--- src/rtl/imem_loader.sv ---
// Streams a length-prefixed, XOR-checksummed byte image into instruction memory while holding the CPU.
// Each word is written one cycle after its 4th byte is accepted; byte_ready drops during that write cycle.
module imem_loader #(
  parameter int MEM_WORDS = 64
) (
  input  logic        clk,
  input  logic        reset_n,
  input  logic        start,
  input  logic        byte_valid,
  input  logic [7:0]  byte_data,
  output logic        byte_ready,
  output logic        mem_we,
  output logic [5:0]  mem_waddr,
  output logic [31:0] mem_wdata,
  output logic        cpu_hold,
  output logic        busy,
  output logic        load_done,
  output logic        load_err
);

  // One extra bit so a full-depth count (MEM_WORDS) is representable.
  localparam int CW = $clog2(MEM_WORDS + 1);

  typedef enum logic [2:0] {
    IDLE  = 3'd0,
    LEN   = 3'd1,
    DATA  = 3'd2,
    WRITE = 3'd3,
    CSUM  = 3'd4,
    DONE  = 3'd5,
    ERR   = 3'd6
  } state_e;

  state_e         state_q, state_d;
  logic [CW-1:0]  nwords_q, nwords_d;
  logic [CW-1:0]  wcnt_q, wcnt_d;
  logic [1:0]     bcnt_q, bcnt_d;
  logic [31:0]    word_q, word_d;
  logic [7:0]     csum_q, csum_d;
  logic           accept;
  logic [CW-1:0]  len_sat;
  logic [CW-1:0]  wcnt_inc;

  assign accept   = byte_valid && byte_ready;
  assign wcnt_inc = wcnt_q + CW'(1);

  // Length byte 0 means a full memory; oversize lengths clamp to the memory depth.
  always_comb begin
    len_sat = CW'(MEM_WORDS);
    if (byte_data != 8'd0 && {24'd0, byte_data} <= 32'(MEM_WORDS)) begin
      len_sat = CW'(byte_data);
    end
  end

  always_ff @(posedge clk or negedge reset_n) begin
    if (!reset_n) begin
      state_q  <= IDLE;
      nwords_q <= '0;
      wcnt_q   <= '0;
      bcnt_q   <= '0;
      word_q   <= '0;
      csum_q   <= '0;
    end else begin
      state_q  <= state_d;
      nwords_q <= nwords_d;
      wcnt_q   <= wcnt_d;
      bcnt_q   <= bcnt_d;
      word_q   <= word_d;
      csum_q   <= csum_d;
    end
  end

  always_comb begin
    state_d    = state_q;
    nwords_d   = nwords_q;
    wcnt_d     = wcnt_q;
    bcnt_d     = bcnt_q;
    word_d     = word_q;
    csum_d     = csum_q;
    byte_ready = 1'b0;
    mem_we     = 1'b0;
    busy       = 1'b0;
    cpu_hold   = 1'b0;
    load_done  = 1'b0;
    load_err   = 1'b0;

    unique case (state_q)
      IDLE, DONE, ERR: begin
        load_done = (state_q == DONE);
        load_err  = (state_q == ERR);
        cpu_hold  = (state_q == ERR);
        if (start) begin
          state_d = LEN;
          wcnt_d  = '0;
          bcnt_d  = '0;
          csum_d  = '0;
        end
      end
      LEN: begin
        byte_ready = 1'b1;
        busy       = 1'b1;
        cpu_hold   = 1'b1;
        if (accept) begin
          nwords_d = len_sat;
          state_d  = DATA;
        end
      end
      DATA: begin
        byte_ready = 1'b1;
        busy       = 1'b1;
        cpu_hold   = 1'b1;
        if (accept) begin
          word_d[{bcnt_q, 3'b000} +: 8] = byte_data;
          csum_d = csum_q ^ byte_data;
          bcnt_d = bcnt_q + 2'd1;
          if (bcnt_q == 2'd3) begin
            state_d = WRITE;
          end
        end
      end
      WRITE: begin
        mem_we   = 1'b1;
        busy     = 1'b1;
        cpu_hold = 1'b1;
        wcnt_d   = wcnt_inc;
        state_d  = (wcnt_inc == nwords_q) ? CSUM : DATA;
      end
      CSUM: begin
        byte_ready = 1'b1;
        busy       = 1'b1;
        cpu_hold   = 1'b1;
        if (accept) begin
          state_d = (byte_data == csum_q) ? DONE : ERR;
        end
      end
      default: begin
        state_d = IDLE;
      end
    endcase
  end

  assign mem_waddr = 6'(wcnt_q);
  assign mem_wdata = word_q;

endmodule
--- config.mk ---
export PLATFORM = sky130hd
export DESIGN_NAME = imem_loader
export DESIGN_NICKNAME = d
export VERILOG_FILES = /design/src/rtl/imem_loader.sv
export SDC_FILE = /design/constraint.sdc
export NUM_CORES = 1
export LEC_CHECK = 0
export CAP_MARGIN = 25
export CORE_MARGIN = 8
export CORE_UTILIZATION = 50
export DETAILED_ROUTE_END_ITERATION = 10
export HOLD_SLACK_MARGIN = 0.15
export PLACE_DENSITY = 0.77
export SETUP_SLACK_MARGIN = 0.15
export SLEW_MARGIN = 20
export SYNTH_ARGS = -nofsm -noshare
export SYNTH_HDL_FRONTEND = slang
export SYNTH_SLANG_ARGS = --single-unit
--- constraint.sdc ---
create_clock -name clk -period 2.6 [get_ports clk]
set_input_delay 0.52 -clock clk [delete_from_list [all_inputs] [get_ports clk]]
set_output_delay 0.52 -clock clk [all_outputs]
set_load 0.005 [all_outputs]
==> results of run 1 <==
==> cells by family after synthesis <==
group	synth area share, %
compound gates	17.16
xor+xnor	5.526
fa+ha+maj	2.825
buf+inv	5.193
flops	49.02
mux	0.3739
simple gates	19.90
==> flip-flops by register name, summed over array words and instances (netlist names) <==
name and count:
wcnt_q 7, nwords_q 7, bcnt_q 2, state_q 3, mem_wdata 32, csum_q 8
==> layout make-up <==
type                            count  area [um^2]  area share (%)
Sequential cell                    59         1478           37.89
Multi-Input combinational cell    248         1384           35.48
Timing Repair Buffer               76        705.7           18.09
Clock buffer                       14        182.7           4.684
Tap cell                           75        93.84           2.406
Clock inverter                      1        30.03          0.7700
Inverter                            7        26.28          0.6737
==> final timing paths <==
path | slack, ns | depth (start not counted) | to | start
min in group asynchronous | 0.55 | 2 | mem_wdata[4]$_DFFE_PN0P_ | reset_n
worst max-delay path | 0.25 | 4 | busy | state_q[0]$_DFFE_PN0P_
max in group asynchronous | 1.43 | 3 | nwords_q[2]$_DFFE_PN0P_ | reset_n
worst min-delay path | 0.48 | 2 | mem_wdata[29]$_DFFE_PN0P_ | mem_wdata[29]$_DFFE_PN0P_
worst max register to register | 0.40 | 6 | state_q[2]$_DFFE_PN0P_ | wcnt_q[0]$_DFFE_PN0P_
worst min register to register | 0.48 | 2 | mem_wdata[29]$_DFFE_PN0P_ | mem_wdata[29]$_DFFE_PN0P_
==> metal layers <==
layer  routed length (um)  GRT usage (%)  up-vias  share of wire [%]
li1                     -              -     1265                  -
met1                 3186          22.70     1247                 43
met2                 3757          29.08       56                 50
met3                  389          4.487       12                5.2
met4                  130          7.530        0                1.7
met5                    0              0        -                  0
==> worst max-delay path, stage by stage (launching register included) <==
cell and delay, ns:
dfrtp_2 0.52, xnor2_1 0.23, o21ai_1 0.10, or2_1 0.21
clkdlybuf4s50_1 0.44
==> power by group <==
group | switching, mW | internal [mW] | leakage, nW
registers | 0.299 | 1.26 | 0.786
clock network | 0.347 | 0.543 | 0.109
logic | 0.881 | 0.982 | 0.757
total | 1.53 | 2.78 | 1.65
==> what timing repair did <==
item / CTS / global route
hold endpoints to repair: 7 / 0
hold buffers: 1 / 0
setup endpoints to repair: 1 / 1
buffers inserted: 0 / 0
gates resized for setup: 1 / 2
==> cell usage in the layout, fill, tap and decap left out, types with 2 or more instances in the layout <==
cell type / count
a22o_1: 8
and3_1: 3
clkbuf_8: 13
xor2_1: 10
and2_1: 2
nor2_1: 13
clkdlybuf4s50_1: 54
ha_1: 6
dfrtp_1: 58
nor3_1: 2
a21oi_1: 10
nor3b_1: 5
o21ai_1: 56
nand2_1: 88
buf_4: 20
nor2b_1: 2
xnor2_1: 9
nor4_1: 2
o31ai_1: 6
nand4_1: 2
nand3_1: 4
inv_1: 3
inv_2: 4
==> metrics by stage <==
stage | setup WS, ns | util [%] | hold slack, ns
final | 0.2477 | 66.26 | 0.4834
after floorplan | 0.7275 | - | 0.2244
after global routing | 0.1524 | 66.26 | 0.5061
after CTS | 0.2110 | 66.18 | 0.4881
after global placement | 0.2726 | 62.37 | 0.3665
after detailed placement | 0.2516 | 62.37 | 0.3755
==> key figures, run 1 <==
Logic synthesis
  • Cell taking the most area after synthesis: dfrtp_1
  • Count leader, synth: nand2_1
  • Netlist cell types: 43
  • Syn avg cell area: 8.937 um^2
  • Warnings, synthesis: 0
  • Post-synth top cells: nand2_1, dfrtp_1, o21ai_1
  • Top FF cell, synth: dfrtp_1
  • Synthesized area: 3012 um^2
  • Top cells by area, synth: dfrtp_1, nand2_1, o21ai_1
  • Ys async rst share: 100.0%
  • Mapped Nets: 355
  • Cell count after synthesis: roughly 340
  • Yosys top cell area share: 49.02%
  • Post-synth EDFFs: 0
  • Sequential area share after synthesis: 49.02%
  • Number of synthesized register bits: 59

Placed design
  • Post-Place Cell Area: 3671 um^2
  • Input/output buffers: 55
  • Final GP Congestion: 0.8166
  • Placed cell count: 464
  • Detailed Place HPWL: 5477 um

Clock network
  • Clk Latency, worst-skew pair: 0.34 ns
  • CTS tree: built
  • Clk root buf: clkbuf_8
  • Clock-pin transition on the worst setup and hold timing paths: approximately 0.060 ns
  • Num CTS Buffers: 9
  • Max Root-Sink Buffers: 2
  • Sink Count: 59
  • H-tree depth: 3

Drt
  • DR iter-0 viols: 124
  • Vias per inst: 5.375
  • Remaining antenna violation count: 0
  • Vias: 2580
  • Final WL: 7463 um
  • WL/cell: about 16 um
  • First-pass iteration count of the detailed router: 4
  • # DRC: 0

Cells and area
  • # diodes: 0
  • Nets: between 400 and 500
  • Fin area: 3900 um^2
  • Share of layout cells above drive strength 1: 12.10%
  • P&R area growth vs syn: 29.50%
  • Fill count: between 400 and 500
  • Non-Filler Instances: 480

Worst setup path
  • Worst-path fanout max: 18
  • Worst Path Required: 2.08 ns
  • Critical path class: flip-flop to output port
  • Worst Setup Start Kind: flip-flop
  • Worst Path Arrival: 1.83 ns
  • CP Capture Type: output port

STA
  • Final period util: 90.47%
  • Final Hold Fails: 0
  • RSZ-0062 raised after global routing: false
  • Final setup fails: 0
  • Setup TNS Final: 0 ns
  • Clock Skews: 0.005858 ns
  • Worst-Margin Slew: 0.5434 ns
  • Max transition margin: 63.77%
  • Slew Limit Fails: 0
  • Final Critical Period: 2.352 ns
  • Fmax: about 0.43 GHz

Pwr
  • Power Density: 1105 nW/um^2
  • Peak VDD IR: 567.9 uV
  • Leakage: 1.651 nW
  • Design Power: ~4.3 mW

Hold path
  • Hold WC Path Type: flip-flop to flip-flop

GRT
  • Vias in the first global route: 2511
  • Total GRT Usage: 18.10%
  • Total grt overflow: 0
  • First-pass GRT wire length: 12540 um
  • Largest net degree at the start of global routing: 31
  • Initial antenna violation count: 0

Die
  • Ports: between 50 and 60
  • Initial Util: 51.17%
  • Die Area: 8763 um^2
  • Chip height: 93.61 um
  • Core area: 5886 um^2
  • Cell Rows: 28
  • DIE WIDTH: 93.61 um

Run
  • Maxcap violations: 0

Run status
  • Outcome: completed
No activity file was read; power rests on OpenSTA's default activity.
==> inputs of run 2 (changes only) <==
Settings changed: CORE_UTILIZATION 50 to 47, PLACE_DENSITY 0.77 to 0.76, REMOVE_ABC_BUFFERS set to 1.
Clock period 2.6 ns to 2 ns, I/O delays scaled along.
==> key figures, run 2 (synthesized netlist as in run 1, its figures left out) <==
Placed design
  • Input/output buffers: 55 (unchanged)
  • Final GP Congestion: 0.8230 (was 0.8166)
  • Detailed Place HPWL: 5549 um (was 5477 um)
  • Placed cell count: 484 (was 464)

GRT
  • Initial antenna violation count: 0 (unchanged)
  • Vias in the first global route: 2685 (was 2511)
  • Total grt overflow: 0 (unchanged)
  • Total GRT Usage: 18.29% (was 18.10%)
  • First-pass GRT wire length: 13090 um (was 12540 um)
  • Largest net degree at the start of global routing: 60 (was 31)

Drt
  • DR iter-0 viols: 148 (was 124)
  • Vias: 2801 (was 2580)
  • Remaining antenna violation count: 0 (unchanged)
  • Final WL: 8335 um (was 7463 um)
  • First-pass iteration count of the detailed router: 4 (unchanged)
  • # DRC: 0 (unchanged)
  • WL/cell: 16.15 um (was 15.55 um)
  • Vias per inst: 5.428 (was 5.375)

STA
  • Final Hold Fails: 0 (unchanged)
  • Max transition margin: 76.98% (was 63.77%)
  • Final Critical Period: between 1.5 and 2 ns
  • Slew Limit Fails: 0 (unchanged)
  • RSZ-0062 raised after global routing: true (was false)
  • Hold slack: 0.4895 ns (was 0.4834 ns)
  • Worst-Margin Slew: 0.3444 ns (was 0.5434 ns)
  • Clock Skews: 0.007855 ns (was 0.005858 ns)
  • Fmax: about 0.50 GHz
  • Final period util: 99.45%
  • Final setup fails: 0 (unchanged)

Die
  • Die Area: 9226 um^2 (was 8763 um^2)
  • Cell Rows: 29 (was 28)
  • Core area: 6277 um^2 (was 5886 um^2)
  • DIE WIDTH: 96.05 um (was 93.61 um)
  • Ports: 56 (unchanged)
  • Initial Util: 47.98% (was 51.17%)
  • Chip height: 96.05 um (was 93.61 um)

Run
  • Maxcap violations: 0 (unchanged)

Cells and area
  • Nets: 454 (was 419)
  • Non-Filler Instances: 516 (was 480)
  • P&R area growth vs syn: 43.83% (was 29.50%)
  • # diodes: 0 (unchanged)
  • Most common cell after layout, fill and taps aside: nand2_1 (unchanged)
  • Fill count: 472 (was 469)
  • Share of layout cells above drive strength 1: 24.15% (was 12.10%)
  • Number of flip-flops in the largest register: 32 (unchanged)
  • Most frequent cells in the layout: nand2_1, o21ai_1, dfrtp_1 (was nand2_1, dfrtp_1, o21ai_1)

Worst setup path
  • Path depth of the worst reg2reg path: 7 (was 6)
  • Worst Path Required: 1.60 ns (was 2.08 ns)
  • Worst path depth: 4 (unchanged)
  • Worst r2r src: wcnt_q[0]$_DFFE_PN0P_ (unchanged)
  • Worst setup path startpoint: state_q[1]$_DFFE_PN0P_ (was state_q[0]$_DFFE_PN0P_)
  • Worst-path fanout max: 6 (was 18)
  • Critical path, cell by cell: buf_6 > nand2_1 > nor2_1 > clkdlybuf4s50_1 (was xnor2_1 > o21ai_1 > or2_1 > clkdlybuf4s50_1)
  • Slowest cell on crit path: clkdlybuf4s50_1 (was dfrtp_2)
  • Critical Path Max Stage Delay: 0.51 ns (was 0.52 ns)
  • Worst Setup Start Kind: flip-flop (unchanged)
  • Buffers & Inverters on Critical Path: 2 (was 1)
  • Worst Path Arrival: 1.59 ns (was 1.83 ns)
  • Critical path class: flip-flop to output port (unchanged)
  • CP Capture Type: output port (unchanged)
  • Delay-heaviest family, CP: buffers and inverters (was flip-flops)

Clock network
  • Num CTS Buffers: 9 (unchanged)
  • Clock-pin transition on the worst setup and hold timing paths: 0.07 ns (was 0.06 ns)
  • H-tree depth: 3 (unchanged)
  • Clk root buf: clkbuf_8 (unchanged)
  • CTS tree: built (unchanged)
  • Clk Latency, worst-skew pair: 0.34 ns (about the same)
  • Sink Count: 59 (unchanged)
  • Max Root-Sink Buffers: 2 (unchanged)

Pwr
  • Design Power: 5.951 mW (was 4.308 mW)
  • Power Density: 1374 nW/um^2 (was 1105 nW/um^2)
  • Leakage: 1.902 nW (was 1.651 nW)
  • Peak VDD IR: 834.6 uV (was 567.9 uV)

Hold path
  • Worst Hold Depth: 2 (unchanged)
  • Hold WC Path Type: flip-flop to flip-flop (unchanged)
  • Min-delay src: mem_wdata[20]$_DFFE_PN0P_ (was mem_wdata[29]$_DFFE_PN0P_)

Run status
  • Outcome: completed (unchanged)
[run 2: changes by cell type in the layout (fill, tap and decap cells not counted), moves of 3 or more]
cell,previous run,this run
buf_4,20,47
buf_6,0,5
clkdlybuf4s50_1,54,45
buf_12,0,3
dfrtp_1,58,55
dfrtp_2,1,4
clkinv_2,0,3
dlymetal6s2s_1,0,5
[run 2: layout make-up]
type	instances	area, um^2	area share, %
clock buffer	11	151.4	3.495
clock inverter	3	15.01	0.3466
inverter	7	26.28	0.6066
multi-input combinational	248	1540	35.56
sequential	59	1481	34.20
tap	77	96.34	2.224
timing repair buffer	111	1021	23.57
[run 2: stage by stage]
step | setup WS, ns | util, % | TNS (ns) | area [um^2]
6_report | 0.01104 | 69.01 | 0 | 4332
5_1_grt | -0.06931 | 69.01 | -0.1043 | 4332
4_1_cts | -0.03231 | 65.22 | -0.06103 | 4094
3_5_place_dp | -0.2157 | 60.87 | -1.591 | 3821
3_3_place_gp | -0.1723 | 60.87 | -1.251 | 3821
2_1_floorplan | 0.1293 | - | 0 | 2882
[run 2: repair_timing]
| action | 4_1_cts | 5_1_grt |
|---|---|---|
| endpoints found under the hold margin | 59 | 0 |
| pin swaps | 3 | 8 |
| gates resized for setup | 20 | 32 |
| cloned | 0 | 0 |
| endpoints found under the setup margin | 14 | 18 |
| hold buffers | 1 | 0 |
| setup buffers | 4 | 13 |
[run 2: worst paths after layout]
check,end,slack (ns)
worst min register to register,mem_wdata[20]$_DFFE_PN0P_,0.49
worst max register to register,state_q[1]$_DFFE_PN0P_,0.11
worst max-delay path,load_err,0.01
worst min-delay path,mem_wdata[20]$_DFFE_PN0P_,0.49
min in group asynchronous,mem_wdata[28]$_DFFE_PN0P_,0.61
max in group asynchronous,state_q[1]$_DFFE_PN0P_,1.12
[run 2: tightest hold or removal path: stages (launching register included)]
cell	delay, ns
dfrtp_1	0.34
nand2_1	0.05
o21ai_1	0.06
[run 2: power by group]
group	switching, mW	total (mW)	internal, mW
clock network	0.444	0.940	0.496
registers	0.368	2.00	1.64
logic	1.39	3.01	1.62
[run 2: layer usage]
metal / wire, um / global-route usage [%] / up-vias / share of wire, %
met4: 194 / 6.530 / 0 / 2.3
met2: 4142 / 30.02 / 88 / 50
li1: - / - / 1338 / -
met3: 443 / 5.070 / 16 / 5.3
met1: 3554 / 22.49 / 1359 / 43
met5: 0 / 0 / - / 0
==> inputs of run 3 (changes only) <==
Settings changed: CTS_CLUSTER_SIZE set to 40.
==> results of run 3 <==
The final DEF is identical to that of run 2; final timing and power are the same.
